## src/rtl/richie_pkg.sv

```systemverilog
// Shared datapath constants for the RichieJr CPU.
package richie_pkg;

  localparam int unsigned DATA_WIDTH = 8;

  localparam logic ALU_ADD = 1'b0;
  localparam logic ALU_SUB = 1'b1;

endpackage

```

## src/rtl/alu_adder.sv

```systemverilog
// WIDTH-bit behavioural adder with carry-in and carry-out.
module alu_adder
  import richie_pkg::*;
#(
  parameter int unsigned WIDTH = DATA_WIDTH
) (
  input  logic [WIDTH-1:0] a,
  input  logic [WIDTH-1:0] b,
  input  logic             cin,
  output logic [WIDTH-1:0] sum,
  output logic             cout
);

  logic [WIDTH:0] full;

  assign full = {1'b0, a} + {1'b0, b} + {{WIDTH{1'b0}}, cin};
  assign sum  = full[WIDTH-1:0];
  assign cout = full[WIDTH];

endmodule

```

## src/rtl/alu.sv

```systemverilog
// Add/subtract unit: combinational result, registered carry and zero flags.
module alu
  import richie_pkg::*;
#(
  parameter int unsigned WIDTH = DATA_WIDTH
) (
  input  logic             clk,
  input  logic             rst,
  input  logic [WIDTH-1:0] A,
  input  logic [WIDTH-1:0] B,
  input  logic             sub,
  output logic [WIDTH-1:0] result,
  output logic             carryFlag,
  output logic             zeroFlag
);

  logic             is_sub;
  logic [WIDTH-1:0] b_eff;
  logic             raw_carry;
  logic             raw_zero;

  // Two's complement subtract: invert B and feed the op bit in as carry-in.
  assign is_sub = (sub == ALU_SUB);
  assign b_eff  = B ^ {WIDTH{is_sub}};

  alu_adder #(
    .WIDTH(WIDTH)
  ) u_adder (
    .a    (A),
    .b    (b_eff),
    .cin  (is_sub),
    .sum  (result),
    .cout (raw_carry)
  );

  assign raw_zero = (result == '0);

  always_ff @(posedge clk) begin
    if (rst) begin
      carryFlag <= 1'b0;
      zeroFlag  <= 1'b0;
    end else begin
      carryFlag <= raw_carry;
      zeroFlag  <= raw_zero;
    end
  end

endmodule

```

## config.mk

```make
export PLATFORM = sky130hd
export DESIGN_NAME = alu
export DESIGN_NICKNAME = d
export VERILOG_FILES = /design/src/rtl/richie_pkg.sv /design/src/rtl/alu_adder.sv /design/src/rtl/alu.sv
export SDC_FILE = /design/constraint.sdc
export NUM_CORES = 1
export LEC_CHECK = 0
export CORE_AREA = 2 2 39 41
export DETAILED_ROUTE_END_ITERATION = 6
export DIE_AREA = 0 0 41 43
export PLACE_DENSITY = 0.89
export REMOVE_ABC_BUFFERS = 1
export SYNTH_ARGS = -nofsm -noshare
export SYNTH_HDL_FRONTEND = slang
export SYNTH_SLANG_ARGS = --single-unit
```

## constraint.sdc

```tcl
create_clock -name clk -period 6.9 [get_ports clk]
set_input_delay 2.07 -clock clk [delete_from_list [all_inputs] [get_ports clk]]
set_output_delay 2.07 -clock clk [all_outputs]
set_load 0.02 [all_outputs]
```

# Word level (Yosys, flattened, before mapping)
# Cells that the tools add are included.
[word_totals]
regBits = 2
in_bits = 19
output_inout_bits = 10
elab_cells = 6
[classes]
addsub = 2
n_reduce_logical = 1
bitwise_logic = 1
[op_table]
columns = ["operator", "n"]
rows = [
  ["8-bit by 8-bit adder with 9-bit output", 1],
  ["9-bit by 1-bit adder with 9-bit output", 1],
  ["8-bit zero test", 1],
  ["8-bit bitwise XOR", 1],
]

# Depth between registers and ports, before layout
[logic_depth]
word_depth = 4
ltp_mapped = 9
ltp_nobuf = 8

# Hierarchy
# From an unflattened synthesis, not the netlist that was laid out.
[unflattened]
cells_unflattened = 57
hier_area_um2 = 479.2
[by_module_without_submodules]
columns = ["mod", "cells_per_inst", "instances", "seq_area_each_um2", "area_each_um2"]
rows = [
  ["alu_adder", 42, 1, 0.0, 331.6],
  ["alu", 15, 1, 40.0, 147.6],
]

# Least setup slack after synthesis
# OpenSTA, ideal clock, no wires.
[synth_path]
path_kind = "input port to output port"
start = "input sub"
end = "output result[6]"
required_time_ns = 4.830
t_arrival_ns = 3.945
stages = 8
setup_slack_ns = 0.885
n_path_buf = 1
cell_sequence = "buf_6 xor2_1 inv_1 fa_1 nand2b_1 a211oi_1 nor4_1 nor3_1"
[synth_between]
elab_chain_cells = 3
[synth_lines]
columns = ["element", "line", "source"]
rows = [
  ["start, declared", "alu.sv:11", "input logic sub,"],
  ["8-bit bitwise XOR", "alu.sv:24", "assign b_eff = B ^ {WIDTH{is_sub}};"],
  ["8-bit by 8-bit adder with 9-bit output", "alu_adder.sv:16", "assign full = {1'b0, a} + {1'b0, b} + {{WIDTH{1'b0}}, cin};"],
  ["9-bit by 1-bit adder with 9-bit output (*)", "alu_adder.sv:16", ""],
  ["end, declared", "alu.sv:12", "output logic [WIDTH-1:0] result,"],
]
# Mark *: on every way between the ends. The rest lies on a longest branch, timed or not.

# Worst setup path after layout
[layout_path]
start = "input sub"
end = "output result[7]"
# The elaborated chain is that of the path after synthesis.

==> impl_metrics.prom <==
# TYPE chip_impl_metric gauge
chip_impl_info{name="timing.setup.critical_path_class",value="in -> out"} 1
chip_impl_metric{name="die_h",unit="um"} 43
chip_impl_metric{name="post_synth_instance_area",unit="um2"} 506.7
chip_impl_metric{name="ioPinCount",unit=""} 29
chip_impl_metric{name="gate_count_post_synth",unit=""} 62
chip_impl_metric{name="ant_nets",unit=""} 0
chip_impl_info{name="setup.worst_path.start_class",value="input pin"} 1
chip_impl_metric{name="drcViolationCount",unit=""} 0
chip_impl_metric{name="track_usage",unit=""} 0.1692
chip_impl_metric{name="final_layout_size_suffix_gt1_frac",unit=""} 0.09474
chip_impl_metric{name="fp.coreArea",unit="um2"} 1384
chip_impl_metric{name="timing.slew.headroom",unit=""} 0.6625
chip_impl_metric{name="final-hold-violation-count",unit=""} 0
chip_impl_metric{name="share_of_the_cycle_needed_by_the_critical_path_after_routing",unit=""} 0.9699
chip_impl_metric{name="num-fill-cells",unit=""} 127
chip_impl_metric{name="areaGrowthSynthToFinish",unit="%"} 65.43
chip_impl_metric{name="fp.dieArea",unit="um2"} 1763
chip_impl_metric{name="power",unit="W"} 0.0001528
chip_impl_metric{name="viasPerCell",unit=""} 5.000
chip_impl_metric{name="routed-via-count",unit=""} 555
chip_impl_metric{name="place.gp.congestion",unit=""} 0.8322
chip_impl_metric{name="grtUsageMet3",unit=""} 0.01571
chip_impl_metric{name="dr.pass1.iters",unit=""} 4
chip_impl_metric{name="finalWorstPathRequiredPeriod",unit="ns"} 6.692
chip_impl_metric{name="detail_route.iter0.violations",unit=""} 8
chip_impl_info{name="end_kind",value="output port"} 1
chip_impl_metric{name="worst_ep_arrival_time",unit="ns"} 4.62
chip_impl_metric{name="power.ir.vdd_worst",unit="V"} 0.00007785
chip_impl_metric{name="cellLeakagePower",unit="nW"} 0.3669
chip_impl_metric{name="grt_max_degree",unit=""} 7
chip_impl_info{name="grt_setup_unrepaired",value="no"} 1
chip_impl_metric{name="htree_levels",unit=""} 1
chip_impl_metric{name="ctsHoldBuffers",unit=""} 0
chip_impl_metric{name="synth-warning-count",unit=""} 0
chip_impl_metric{name="die_wd",unit="um"} 41
chip_impl_metric{name="synth_seq_cells",unit=""} 2
chip_impl_metric{name="wire_length_per_cell",unit="um"} 11.95
chip_impl_metric{name="place.port_buffers",unit=""} 28
chip_impl_metric{name="clkSinkCount",unit=""} 2
chip_impl_info{name="cts_tree",value="yes"} 1
chip_impl_metric{name="max_freq",unit="MHz"} 149.4
chip_impl_metric{name="final-setup-viol-count",unit=""} 0
chip_impl_metric{name="antenna_found_initial",unit=""} 0
chip_impl_info{name="hold_class",value="in -> reg"} 1
chip_impl_metric{name="fin_area",unit="um2"} 838.3
chip_impl_metric{name="postRouteWirelength",unit="um"} 1326
chip_impl_metric{name="detailedPlacementHpwl",unit="um"} 1133
chip_impl_metric{name="grtUsageMet1",unit=""} 0.1847
chip_impl_metric{name="crit_fanout",unit=""} 4
chip_impl_metric{name="antennaDiodeCount",unit=""} 0
chip_impl_info{name="cts_root_buf",value="clkbuf_4"} 1
chip_impl_metric{name="grt_pass1_vias",unit=""} 529
chip_impl_metric{name="power-per-cell-area",unit="nW/um2"} 182.2
chip_impl_metric{name="holdPathStages",unit=""} 2
chip_impl_metric{name="worstMarginPinSlew",unit="ns"} 0.4935
chip_impl_metric{name="floorplan.initialDensity",unit=""} 0.3662
chip_impl_metric{name="tritoncts.num_buffers",unit=""} 3
chip_impl_metric{name="cts-root-to-sink-buffers",unit=""} 2
chip_impl_metric{name="overflow",unit=""} 0
chip_impl_metric{name="final_core_utilization",unit=""} 0.6058
chip_impl_metric{name="post_dp_cell_area",unit="um2"} 818.3
chip_impl_metric{name="timing_max_transition_violations_final",unit=""} 0
chip_impl_metric{name="grt.met2_usage",unit=""} 0.3094
chip_impl_metric{name="synth_area_per_cell",unit="um2"} 8.173
chip_impl_info{name="global_routing_s_busiest_layer",value="met2"} 1
chip_impl_metric{name="nNetsFinal",unit=""} 124
chip_impl_info{name="outcome",value="finished, final reports clean"} 1
chip_impl_metric{name="max_cap_violations",unit=""} 0
chip_impl_metric{name="yosysSeqAreaShare",unit=""} 0.07901
chip_impl_metric{name="synth.distinct_cells",unit=""} 29
chip_impl_metric{name="critPathRequiredTime",unit="ns"} 4.83
chip_impl_metric{name="grt_pass1_wl",unit="um"} 2063
chip_impl_metric{name="placement_rows",unit=""} 14
chip_impl_metric{name="clk_pin_slew",unit="ns"} 0.03
## stage by stage
stage	hold WS [ns]	setup TNS [ns]	setup WS [ns]	instances
2_1_floorplan	2.139	0	1.025	61
3_5_place_dp	2.662	-0.02086	-0.02086	108
4_1_cts	2.433	0	0.2507	111
3_3_place_gp	2.651	-0.01391	-0.01391	108
5_1_grt	2.433	0	0.06177	111
6_report	2.429	0	0.2080	111
## layout by cell type (no fill, tap or decap), drive strengths merged, types with 2 or more instances in the layout
master and n:
o21ai 3, clkdlybuf4s50 26, xor2 9, dlygate4sd2 2, nor3 2, a21o 2
nor4 3, ha 7, nor2 3, nand2 2, mux2i 2, a21oi 3
nand3 2, buf 3, dfxtp 2, inv 8, clkbuf 3, xnor2 3
## worst max-delay path, cell delays in order
cell and delay (ns):
clkdlybuf4s50_1 0.46, buf_4 0.18, xor2_1 0.16, ha_1 0.32, a21o_1 0.22, a2111oi_0 0.52, mux2i_1 0.15, o2111ai_1 0.17
dlygate4sd2_1 0.37
## registers in the layout, indices dropped and copies added (netlist names)
signal and cells:
carryFlag 1, zeroFlag 1
## final cells by class
cell class	instances	area [um2]	area share
clock buffers	3	22.52	0.02687
inverters	8	30.03	0.03582
multi-input cells	51	425.4	0.5075
flip-flops and latches	2	40.04	0.04776
well taps	16	20.02	0.02388
repair buffers	31	300.3	0.3582
## cell families after synthesis
logic type,Yosys count,synth area share
and+or+nand+nor,16,0.1803
DFF,2,0.07902
buffers and inverters,9,0.08148
muxes,2,0.06420
xor gates and xnor gates,12,0.2074
AOI/OAI and AO/OA,13,0.1753
adders and majority gates,8,0.2123
## cell usage after synthesis, drive strengths merged
library cell  instances  area share
nand2b                1       0.012
a21o                  2       0.030
buf                   1       0.022
nand3                 2       0.020
o22ai                 1       0.012
ha                    7        0.17
a211oi                1       0.015
fa                    1       0.040
nand2                 2       0.015
xor2                  9        0.16
nand4                 1       0.012
inv                   8       0.059
xnor2                 3       0.052
nor3                  2       0.020
mux2i                 2       0.064
and3                  1       0.012
nor2                  3       0.022
dfxtp                 2       0.079
nor4                  3       0.049
or3b                  1       0.017
o2111ai               1       0.017
a2111oi               1       0.017
a21oi                 3       0.037
o21ai                 3       0.030
o31a                  1       0.017
## per-layer routing
metal	routed length (um)	up-vias
li1	-	288
met1	547	244
met2	699	23
met3	79	0
met4	0	0
met5	0	-
## what timing repair did
item                                    CTS  global route
gates resized for setup                   2             0
endpoints found under the setup margin    2             0
setup buffers                             0             0
## where the power goes
group	internal (W)	switching (W)
combinational	0.0000548	0.0000591
clock	0.0000192	0.00000717
sequential	0.0000124	0.000000182
## worst paths after layout
check | slack [ns] | end | from
max | 0.21 | result[7] | sub
min | 2.43 | carryFlag$_SDFF_PP0_ | rst
Note: power is estimated with default switching activity, not from simulation.
